`src/rtl/biquad_mac_sequencer.sv`:
```
`default_nettype none
// ============================================================================
// Module      : biquad_mac_sequencer
// Description : Direct-form-I biquad sequencer driving a shared external MAC.
//               Owns the x/y delay line and coefficient latch, and scales and
//               saturates the accumulator into the output sample.
// Revision    : 1.0 - initial release
// ============================================================================
module biquad_mac_sequencer #(
    parameter int WIN  = 24,
    parameter int WC   = 18,
    parameter int FRAC = 16,
    parameter int WOUT = 48
) (
    input  logic                   ic_clk,
    input  logic                   ic_rst,
    input  logic signed [WIN-1:0]  id_din,
    input  logic                   ic_valid,
    output logic                   oc_ready,
    input  logic signed [WC-1:0]   id_b0,
    input  logic signed [WC-1:0]   id_b1,
    input  logic signed [WC-1:0]   id_b2,
    input  logic signed [WC-1:0]   id_a1,
    input  logic signed [WC-1:0]   id_a2,
    input  logic                   ic_flush,
    output logic signed [WIN-1:0]  od_mac_din,
    output logic signed [WC-1:0]   od_mac_coef,
    output logic                   oc_mac_ce,
    output logic                   oc_mac_rst,
    output logic                   oc_mac_neg_acc,
    input  logic [WOUT-1:0]        id_mac_dout,
    output logic signed [WIN-1:0]  od_dout,
    output logic                   oc_valid
);

    typedef enum logic [1:0] {
        S_IDLE = 2'd0,
        S_CLR  = 2'd1,
        S_MAC  = 2'd2,
        S_CAP  = 2'd3
    } state_t;

    localparam logic signed [WIN-1:0] c_y_max = {1'b0, {(WIN-1){1'b1}}};
    localparam logic signed [WIN-1:0] c_y_min = {1'b1, {(WIN-1){1'b0}}};
    localparam logic [2:0]            c_last_tap = 3'd4;

    state_t                 r_state;
    state_t                 w_state_nxt;
    logic [2:0]             r_tap;
    logic                   r_ready;

    logic signed [WIN-1:0]  r_x0, r_x1, r_x2, r_y1, r_y2;
    logic signed [WC-1:0]   r_b0, r_b1, r_b2, r_a1, r_a2;
    logic signed [WIN-1:0]  r_dout;
    logic                   r_valid;

    logic                   w_accept;
    logic                   w_mac_rst;
    logic                   w_mac_ce;
    logic                   w_mac_neg;
    logic signed [WIN-1:0]  w_mac_din;
    logic signed [WC-1:0]   w_mac_coef;

    logic signed [WOUT-1:0] w_shifted;
    logic [WOUT-WIN:0]      w_hi;
    logic signed [WIN-1:0]  w_y;

    // Scale the accumulator back to sample units, clamping to the sample range
    assign w_shifted = $signed(id_mac_dout) >>> FRAC;
    assign w_hi      = w_shifted[WOUT-1:WIN-1];
    assign w_y       = ((&w_hi) || !(|w_hi)) ? w_shifted[WIN-1:0]
                     : (w_hi[WOUT-WIN] ? c_y_min : c_y_max);

    always_ff @(posedge ic_clk) begin
        if (ic_rst) begin
            r_state <= S_IDLE;
        end else begin
            r_state <= w_state_nxt;
        end
    end

    always_comb begin
        w_state_nxt = r_state;
        w_accept    = 1'b0;
        w_mac_rst   = 1'b0;
        w_mac_ce    = 1'b0;
        w_mac_neg   = 1'b0;
        w_mac_din   = '0;
        w_mac_coef  = '0;
        case (r_state)
            S_IDLE: begin
                if (r_ready && ic_valid) begin
                    w_accept    = 1'b1;
                    w_state_nxt = S_CLR;
                end
            end
            S_CLR: begin
                w_mac_rst   = 1'b1;
                w_state_nxt = S_MAC;
            end
            S_MAC: begin
                w_mac_ce = 1'b1;
                case (r_tap)
                    3'd0: begin
                        w_mac_din  = r_x0;
                        w_mac_coef = r_b0;
                    end
                    3'd1: begin
                        w_mac_din  = r_x1;
                        w_mac_coef = r_b1;
                    end
                    3'd2: begin
                        w_mac_din  = r_x2;
                        w_mac_coef = r_b2;
                    end
                    3'd3: begin
                        w_mac_din  = r_y1;
                        w_mac_coef = r_a1;
                        w_mac_neg  = 1'b1;
                    end
                    default: begin
                        w_mac_din  = r_y2;
                        w_mac_coef = r_a2;
                        w_mac_neg  = 1'b1;
                    end
                endcase
                if (r_tap == c_last_tap) begin
                    w_state_nxt = S_CAP;
                end
            end
            S_CAP: begin
                w_state_nxt = S_IDLE;
            end
            default: begin
                w_state_nxt = S_IDLE;
            end
        endcase
        // Reset and flush abort everything and hold the MAC cleared
        if (ic_rst || ic_flush) begin
            w_state_nxt = S_IDLE;
            w_accept    = 1'b0;
            w_mac_rst   = 1'b1;
            w_mac_ce    = 1'b0;
            w_mac_neg   = 1'b0;
            w_mac_din   = '0;
            w_mac_coef  = '0;
        end
    end

    always_ff @(posedge ic_clk) begin
        if (ic_rst) begin
            r_tap   <= '0;
            r_ready <= 1'b0;
            r_x0    <= '0;
            r_x1    <= '0;
            r_x2    <= '0;
            r_y1    <= '0;
            r_y2    <= '0;
            r_b0    <= '0;
            r_b1    <= '0;
            r_b2    <= '0;
            r_a1    <= '0;
            r_a2    <= '0;
            r_dout  <= '0;
            r_valid <= 1'b0;
        end else begin
            r_ready <= (w_state_nxt == S_IDLE);
            r_valid <= 1'b0;
            if (r_state == S_MAC && !ic_flush) begin
                r_tap <= r_tap + 3'd1;
            end else begin
                r_tap <= '0;
            end
            if (ic_flush) begin
                r_x1 <= '0;
                r_x2 <= '0;
                r_y1 <= '0;
                r_y2 <= '0;
            end else begin
                if (w_accept) begin
                    r_x0 <= id_din;
                    r_b0 <= id_b0;
                    r_b1 <= id_b1;
                    r_b2 <= id_b2;
                    r_a1 <= id_a1;
                    r_a2 <= id_a2;
                end
                // Feedback history keeps the saturated sample, not the raw sum
                if (r_state == S_CAP) begin
                    r_dout  <= w_y;
                    r_valid <= 1'b1;
                    r_x2    <= r_x1;
                    r_x1    <= r_x0;
                    r_y2    <= r_y1;
                    r_y1    <= w_y;
                end
            end
        end
    end

    assign oc_ready       = r_ready;
    assign oc_mac_rst     = w_mac_rst;
    assign oc_mac_ce      = w_mac_ce;
    assign oc_mac_neg_acc = w_mac_neg;
    assign od_mac_din     = w_mac_din;
    assign od_mac_coef    = w_mac_coef;
    assign od_dout        = r_dout;
    assign oc_valid       = r_valid;

endmodule
`default_nettype wire
```
`config.mk`:
```
export PLATFORM = sky130hd
export DESIGN_NAME = biquad_mac_sequencer
export DESIGN_NICKNAME = d
export VERILOG_FILES = /design/src/rtl/biquad_mac_sequencer.sv
export SDC_FILE = /design/constraint.sdc
export NUM_CORES = 1
export LEC_CHECK = 0
export CORE_MARGIN = 5
export CORE_UTILIZATION = 50
export DETAILED_ROUTE_END_ITERATION = 12
export PLACE_DENSITY = 0.79
export REMOVE_ABC_BUFFERS = 1
export SETUP_SLACK_MARGIN = 0.02
export SYNTH_ARGS = -nofsm -noshare
export SYNTH_HDL_FRONTEND = slang
export SYNTH_SLANG_ARGS = --single-unit
```
`constraint.sdc`:
```
create_clock -name ic_clk -period 4.2 [get_ports ic_clk]
set_input_delay 1.26 -clock ic_clk [delete_from_list [all_inputs] [get_ports ic_clk]]
set_output_delay 1.26 -clock ic_clk [all_outputs]
set_load 0.01 [all_outputs]
```
==> impl_metrics.toml, run 1 <==
[cts]
postCtsSetupRepairBufs = 0
cts_tree = "yes"
postCtsHoldBufs = 0
numCtsBuffers = 25
clock-sinks = 241
clockBufferDepth = 3
cts-root-buf = "clkbuf_16"
cts_htree_levels = 1
clkSlewWorstSetupHoldPaths_ns = 0.06
clk_latency_ns = 0.52

[grt]
grt_pass1_vias = 8652
grt_usage_pct = 22.3
antenna_found_initial = 0
grt_pass1_wl_um = 44400
grt_max_degree = 97
grt.overflow.total = 0

[sta]
setup_ws_ns = 0.107
setup_tns_ns = 0
hold_viol = 0
fin_skew_ns = 0.0126
rsz0062_at_grt = "false"
setup_viol = 0
max_freq_mhz = 244
worstMarginPinSlew_ns = 0.922
finalCriticalPeriod_ns = 4.09
finalMaxSlewViolations = 0
slew_headroom_pct = 38.5
hold_slack_ns = 0.475
min_period_over_period_pct = 97.5

[logic_synthesis]
synth_top_area_cell = "dfxtp_1"
syn_inst = 1040
ys_seq_area_share_pct = 45.9
synth.most_common_cell = "dfxtp_1"
synth-seq-cells = 241
synth_area_per_cell_sq_um = 10.1
synth_edf_count = 0
synth_area_sq_um = 10500
yosys_warnings = 0
yosysUniqueCellTypes = 36
synth_flop_cell = "dfxtp_1"
synth_top_area_share_pct = 45.9
async_flop_share_pct = 0
synth_common_cells = "241 x dfxtp_1, 117 x nor2b_1, 84 x a22oi_1"
synthTopCellsByArea = "dfxtp_1 46%, mux2i_1 7.0%, nor2b_1 7.0%, mux2_1 6.4%, a22oi_1 6.0%"

[power_and_ir_drop]
p_leak_nw = 5.33
vdd_ir_drop_max_mv = 0.267
powerDensity_nw_per_um2 = 347
fin_total_pwr_w = 0.00479

[cells_and_area]
stdcell_area_sq_um = 13800
fin_nets = 1396
diodes = 0
seq_area_sq_um = 4820
syn2layout_area_growth_pct = 31.5
multi_input_area_sq_um = 5220
post_route_cells_drive_above_1_share_pct = 10.7
nFillCells = 1692

[worst_hold_path]
hold_class = "register to register"

[critical_path]
path_class = "primary input to primary output"
end_kind = "primary output"
worst-endpoint-required_ns = 2.94
worstPathArrival_ns = 2.83
startpoint_type = "primary input"
crit_fanout = 10

[placement]
place_hpwl_um = 18000
gp_congestion = 0.795
port-buffer-count = 220
postPlaceCellArea_sq_um = 13000
post-place-ws_ns = -0.0408

[route]
drt_iter0_drc = 473
num_vias = 8509
drtPass1Iterations = 6
drt-total-wl_um = 28100
drtAntennaViolNets = 0
routed_via_density = 5.62
wl_per_cell_um = 18.6
drc_errors = 0

[floorplan]
row_count = 53
floorplan.initialDensity_pct = 50.3
die_width_um = 155
fp.dieH_um = 155
ios = 237
dieArea_sq_um = 24000
core_sq_um = 20900

[status]
status = "complete, no violations"

[flow_run]
maxCapViolations = 0
[metal layers]
layer  global-route usage, %  share of wire (%)  wire, um  up-vias
li1                        -                  -         -     4081
met1                    29.3                 43     12100     4092
met2                    37.7                 46     13000      298
met3                    5.37                8.6      2430       38
met4                    4.67                2.0       559        0
met5                       0                  0         0        -
[power breakdown]
part,switching [W],internal (W),leakage (nW)
registers,0.0000224,0.00233,1.95
clock network,0.000886,0.00126,0.398
logic,0.000110,0.000190,2.98
[sequential cells by signal, summed over array words and instances (netlist names), 18 cells and up]
| name | flops |
|---|---|
| r_b1 | 18 |
| od_dout | 24 |
| r_x2 | 24 |
| r_x0 | 24 |
| r_y2 | 24 |
| r_a1 | 18 |
| r_y1 | 24 |
| r_x1 | 24 |
| r_b2 | 18 |
| r_a2 | 18 |
| r_b0 | 18 |
[cell type report]
cell class,instances,share of cell area [%]
clock buffer,42,5.64
clock inverter,4,0.172
inverter,29,0.787
multi-input combinational,676,37.8
sequential,241,34.9
tap,275,2.49
timing repair buffer,247,18.2
[placed cells by master, fill, tap and decap left out, types with 3 or more instances in the layout]
| master | synthesis | layout |
|---|---|---|
| ha_1 | 10 | 8 |
| mux2_1 | 60 | 60 |
| nor2b_1 | 117 | 114 |
| clkbuf_8 | 0 | 9 |
| nand2_1 | 47 | 46 |
| buf_4 | 2 | 21 |
| dlygate4sd2_1 | 0 | 19 |
| a22oi_1 | 84 | 84 |
| dlymetal6s2s_1 | 0 | 22 |
| nand4_1 | 3 | 3 |
| clkbuf_16 | 0 | 25 |
| o221ai_1 | 23 | 23 |
| mux2i_1 | 74 | 74 |
| a31oi_1 | 42 | 42 |
| nand4b_1 | 42 | 42 |
| nor2b_4 | 0 | 3 |
| nor2_1 | 77 | 77 |
| clkdlybuf4s50_1 | 0 | 178 |
| mux2_2 | 54 | 54 |
| nor4_1 | 3 | 3 |
| dfxtp_1 | 241 | 241 |
| clkbuf_1 | 60 | 8 |
| inv_1 | 29 | 29 |
| buf_12 | 0 | 7 |
| o211ai_1 | 23 | 23 |
| clkinv_2 | 0 | 3 |
[per-stage QoR]
stage | std cells | util [%]
floorplan | 946 | -
global placement | 1468 | 62.1
detailed placement | 1468 | 62.1
CTS | 1514 | 65.9
global route | 1514 | 66.2
finish | 1514 | 66.2
[timing repair]
action                     4_1_cts  5_1_grt
setup endpoints to repair       20       22
hold endpoints to repair         0        0
resized for setup               20       22
[critical path: stages]
cell	delay, ns
clkdlybuf4s50_1	0.44
nor2_2	0.15
nand2_2	0.11
buf_12	0.16
a31oi_1	0.13
clkdlybuf4s50_1	0.58
[path summary, 6_finish.rpt]
check	startpoint	end	slack, ns	cells past startpoint
setup / recovery	ic_flush	od_mac_coef[15]	0.11	6
hold / removal	r_tap[0]	r_tap[0]	0.47	1
setup reg to reg	r_state[0]	r_y1[6]	1.97	5
hold reg to reg	r_tap[0]	r_tap[0]	0.47	1
[kinds of logic after synthesis]
| group | synth area share, % |
|---|---|
| AND/OR/NAND/NOR | 16.1 |
| multiplexers | 19.3 |
| buffers and inverters | 5.18 |
| flip-flops | 45.9 |
| AO/OA/AOI/OAI | 12.4 |
| adder cells (fa/ha/maj) | 1.19 |
Note: power is estimated with default switching activity, not from simulation.
==> run 2: changes to the inputs <==
--- a/config.mk
+++ b/config.mk
@@ -5,10 +5,11 @@
 export SDC_FILE = /design/constraint.sdc
 export NUM_CORES = 1
 export LEC_CHECK = 0
+export CAP_MARGIN = 10
 export CORE_MARGIN = 5
-export CORE_UTILIZATION = 50
+export CORE_UTILIZATION = 42
 export DETAILED_ROUTE_END_ITERATION = 12
-export PLACE_DENSITY = 0.79
+export PLACE_DENSITY = 0.69
 export REMOVE_ABC_BUFFERS = 1
 export SETUP_SLACK_MARGIN = 0.02
 export SYNTH_ARGS = -nofsm -noshare
==> run 2 against run 1 <==
Effect of this change: critical path depth is 2 lower; sequential share of layout area is 0.49 points lower; non-clock buffer count is 11 higher; total power is 4.1% higher; clock power is 9.3% higher; sequential power hardly changed; die area is 18% higher; first-iteration DRC count is 12% higher; fmax is 0.81% higher; hold slack better by 0.0067 ns; critical endpoint is now oc_mac_rst.
==> impl_metrics.toml, run 2 (synthesized netlist as in run 1, its figures left out) <==
[cts]
cts-root-buf = "clkbuf_16"
clockBufferDepth = 3
cts_htree_levels = 1
cts_tree = "yes"
clk_latency_ns = 0.54
clkSlewWorstSetupHoldPaths_ns = 0.06
clock-sinks = 241
numCtsBuffers = 27
postCtsHoldBufs = 0

[critical_path]
path_class = "primary input to primary output"
rr_startpoint = "r_state[0]"
rrSetupSlack_ns = 1.64
cp_cell_sequence = "clkdlybuf4s50_1 -> buf_4 -> or3_1 -> clkdlybuf4s50_1"
worst_path_most_repeated_cell = "clkdlybuf4s50_1"
crit_fanout = 5
slowest_delay_ns = 0.49
worstPathArrival_ns = 2.80
worst-endpoint-required_ns = 2.94
r2r_cells = 6
worst_path_max_delay_cell = "clkdlybuf4s50_1"
startpoint_type = "primary input"
r2r_end = "r_y1[6]"
end_kind = "primary output"

[floorplan]
dieArea_sq_um = 28300
row_count = 58
ios = 237
core_sq_um = 24900
die_width_um = 168
floorplan.initialDensity_pct = 42.2
fp.dieH_um = 168

[sta]
min_period_over_period_pct = 96.7
max_freq_mhz = 246
setup_tns_ns = 0
setup_viol = 0
finalMaxSlewViolations = 0
fin_skew_ns = 0.00803
slew_headroom_pct = 34.7
hold_viol = 0
worstMarginPinSlew_ns = 0.979
finalCriticalPeriod_ns = 4.06
rsz0062_at_grt = "false"

[placement]
port-buffer-count = 220
gp_congestion = 0.777
place_hpwl_um = 19400
postPlaceCellArea_sq_um = 13100

[power_and_ir_drop]
vdd_ir_drop_max_mv = 0.225
p_leak_nw = 5.19
powerDensity_nw_per_um2 = 356

[route]
drc_errors = 0
drtPass1Iterations = 5
drt-total-wl_um = 30200
num_vias = 8558
wl_per_cell_um = 19.1
routed_via_density = 5.41
drtAntennaViolNets = 0
drt_iter0_drc = 529

[cells_and_area]
syn2layout_area_growth_pct = 33.4
diodes = 0
fin_util_pct = 56.3
fin_nets = 1409
post_route_cells_drive_above_1_share_pct = 12.2
stdcell_area_sq_um = 14000
final_common_cell = "dfxtp_1"
final_cell_mix = "240 x dfxtp_1, 175 x clkdlybuf4s50_1, 114 x nor2b_1"

[grt]
grt_pass1_vias = 8641
grt_usage_pct = 20.3
grt.overflow.total = 0
grt_pass1_wl_um = 47300
grt_max_degree = 103
antenna_found_initial = 1

[worst_hold_path]
hold_class = "register to register"
hold-path-endpoint = "r_tap[0]"
hold_start = "r_tap[0]"
holdPathStages = 1

[status]
status = "complete, no violations"

[flow_run]
maxCapViolations = 0
-- run 2: changes by cell type in the layout (fill, tap and decap cells not counted), sizes merged --
| cell | delta |
|---|---|
| dlygate4sd2 | +21 |
| dlymetal6s2s | -18 |
| clkdlybuf4s50 | -3 |
| buf | +11 |
| clkinv | +4 |
| clkinvlp | +1 |
| bufinv | +1 |
| clkbuf | -3 |
-- run 2: layer usage --
metal	vias to the layer above	routed length [um]	GRT usage, %
met4	2	460	3.88
met1	4125	13700	27.1
li1	4109	-	-
met5	-	7	0
met2	280	13600	33.1
met3	42	2460	5.73
-- run 2: critical path, delay by kind of cell --
| family | cells | cell delay, ns |
|---|---|---|
| buffers and inverters | 3 | 1.15 |
| and+or+nand+nor | 1 | 0.39 |
-- run 2: final cells by class --
type | instances | area, sq um
inverters | 29 | 109
repair buffers | 258 | 2560
flip-flops and latches | 241 | 4830
multi-input cells | 676 | 5230
well taps | 330 | 413
fillers | 2246 | 10900
clock inverters | 10 | 88.8
clock buffers | 39 | 801
-- run 2: where the power goes --
part           internal [W]  switching [W]
logic              0.000191       0.000112
clock network       0.00138       0.000956
registers           0.00233      0.0000217
-- run 2: how the worst max path moves through the flow --
stage | startpoint | endpoint
CTS | ic_flush | od_mac_coef[3]
detailed placement | ic_flush | oc_mac_neg_acc
global route | ic_flush | od_mac_din[9]
finish | ic_flush | oc_mac_rst
floorplan | ic_flush | r_a1[10]
global placement | ic_flush | od_mac_din[19]
-- run 2: through the flow --
stage               setup slack (ns)  hold WS (ns)  instances  power [W]
floorplan                      -1.99         0.433        946    0.00250
detailed placement            -0.140         0.460       1530    0.00271
finish                         0.140         0.482       1583    0.00499
CTS                           0.0229         0.478       1582    0.00505
global placement              -0.130         0.459       1530    0.00270
global route                  0.0982         0.508       1583    0.00518
-- run 2: timing repair --
item	4_1_cts	5_1_grt
endpoints found under the setup margin	44	4
resized for setup	42	4
pin swaps	1	0
buffers inserted	3	1
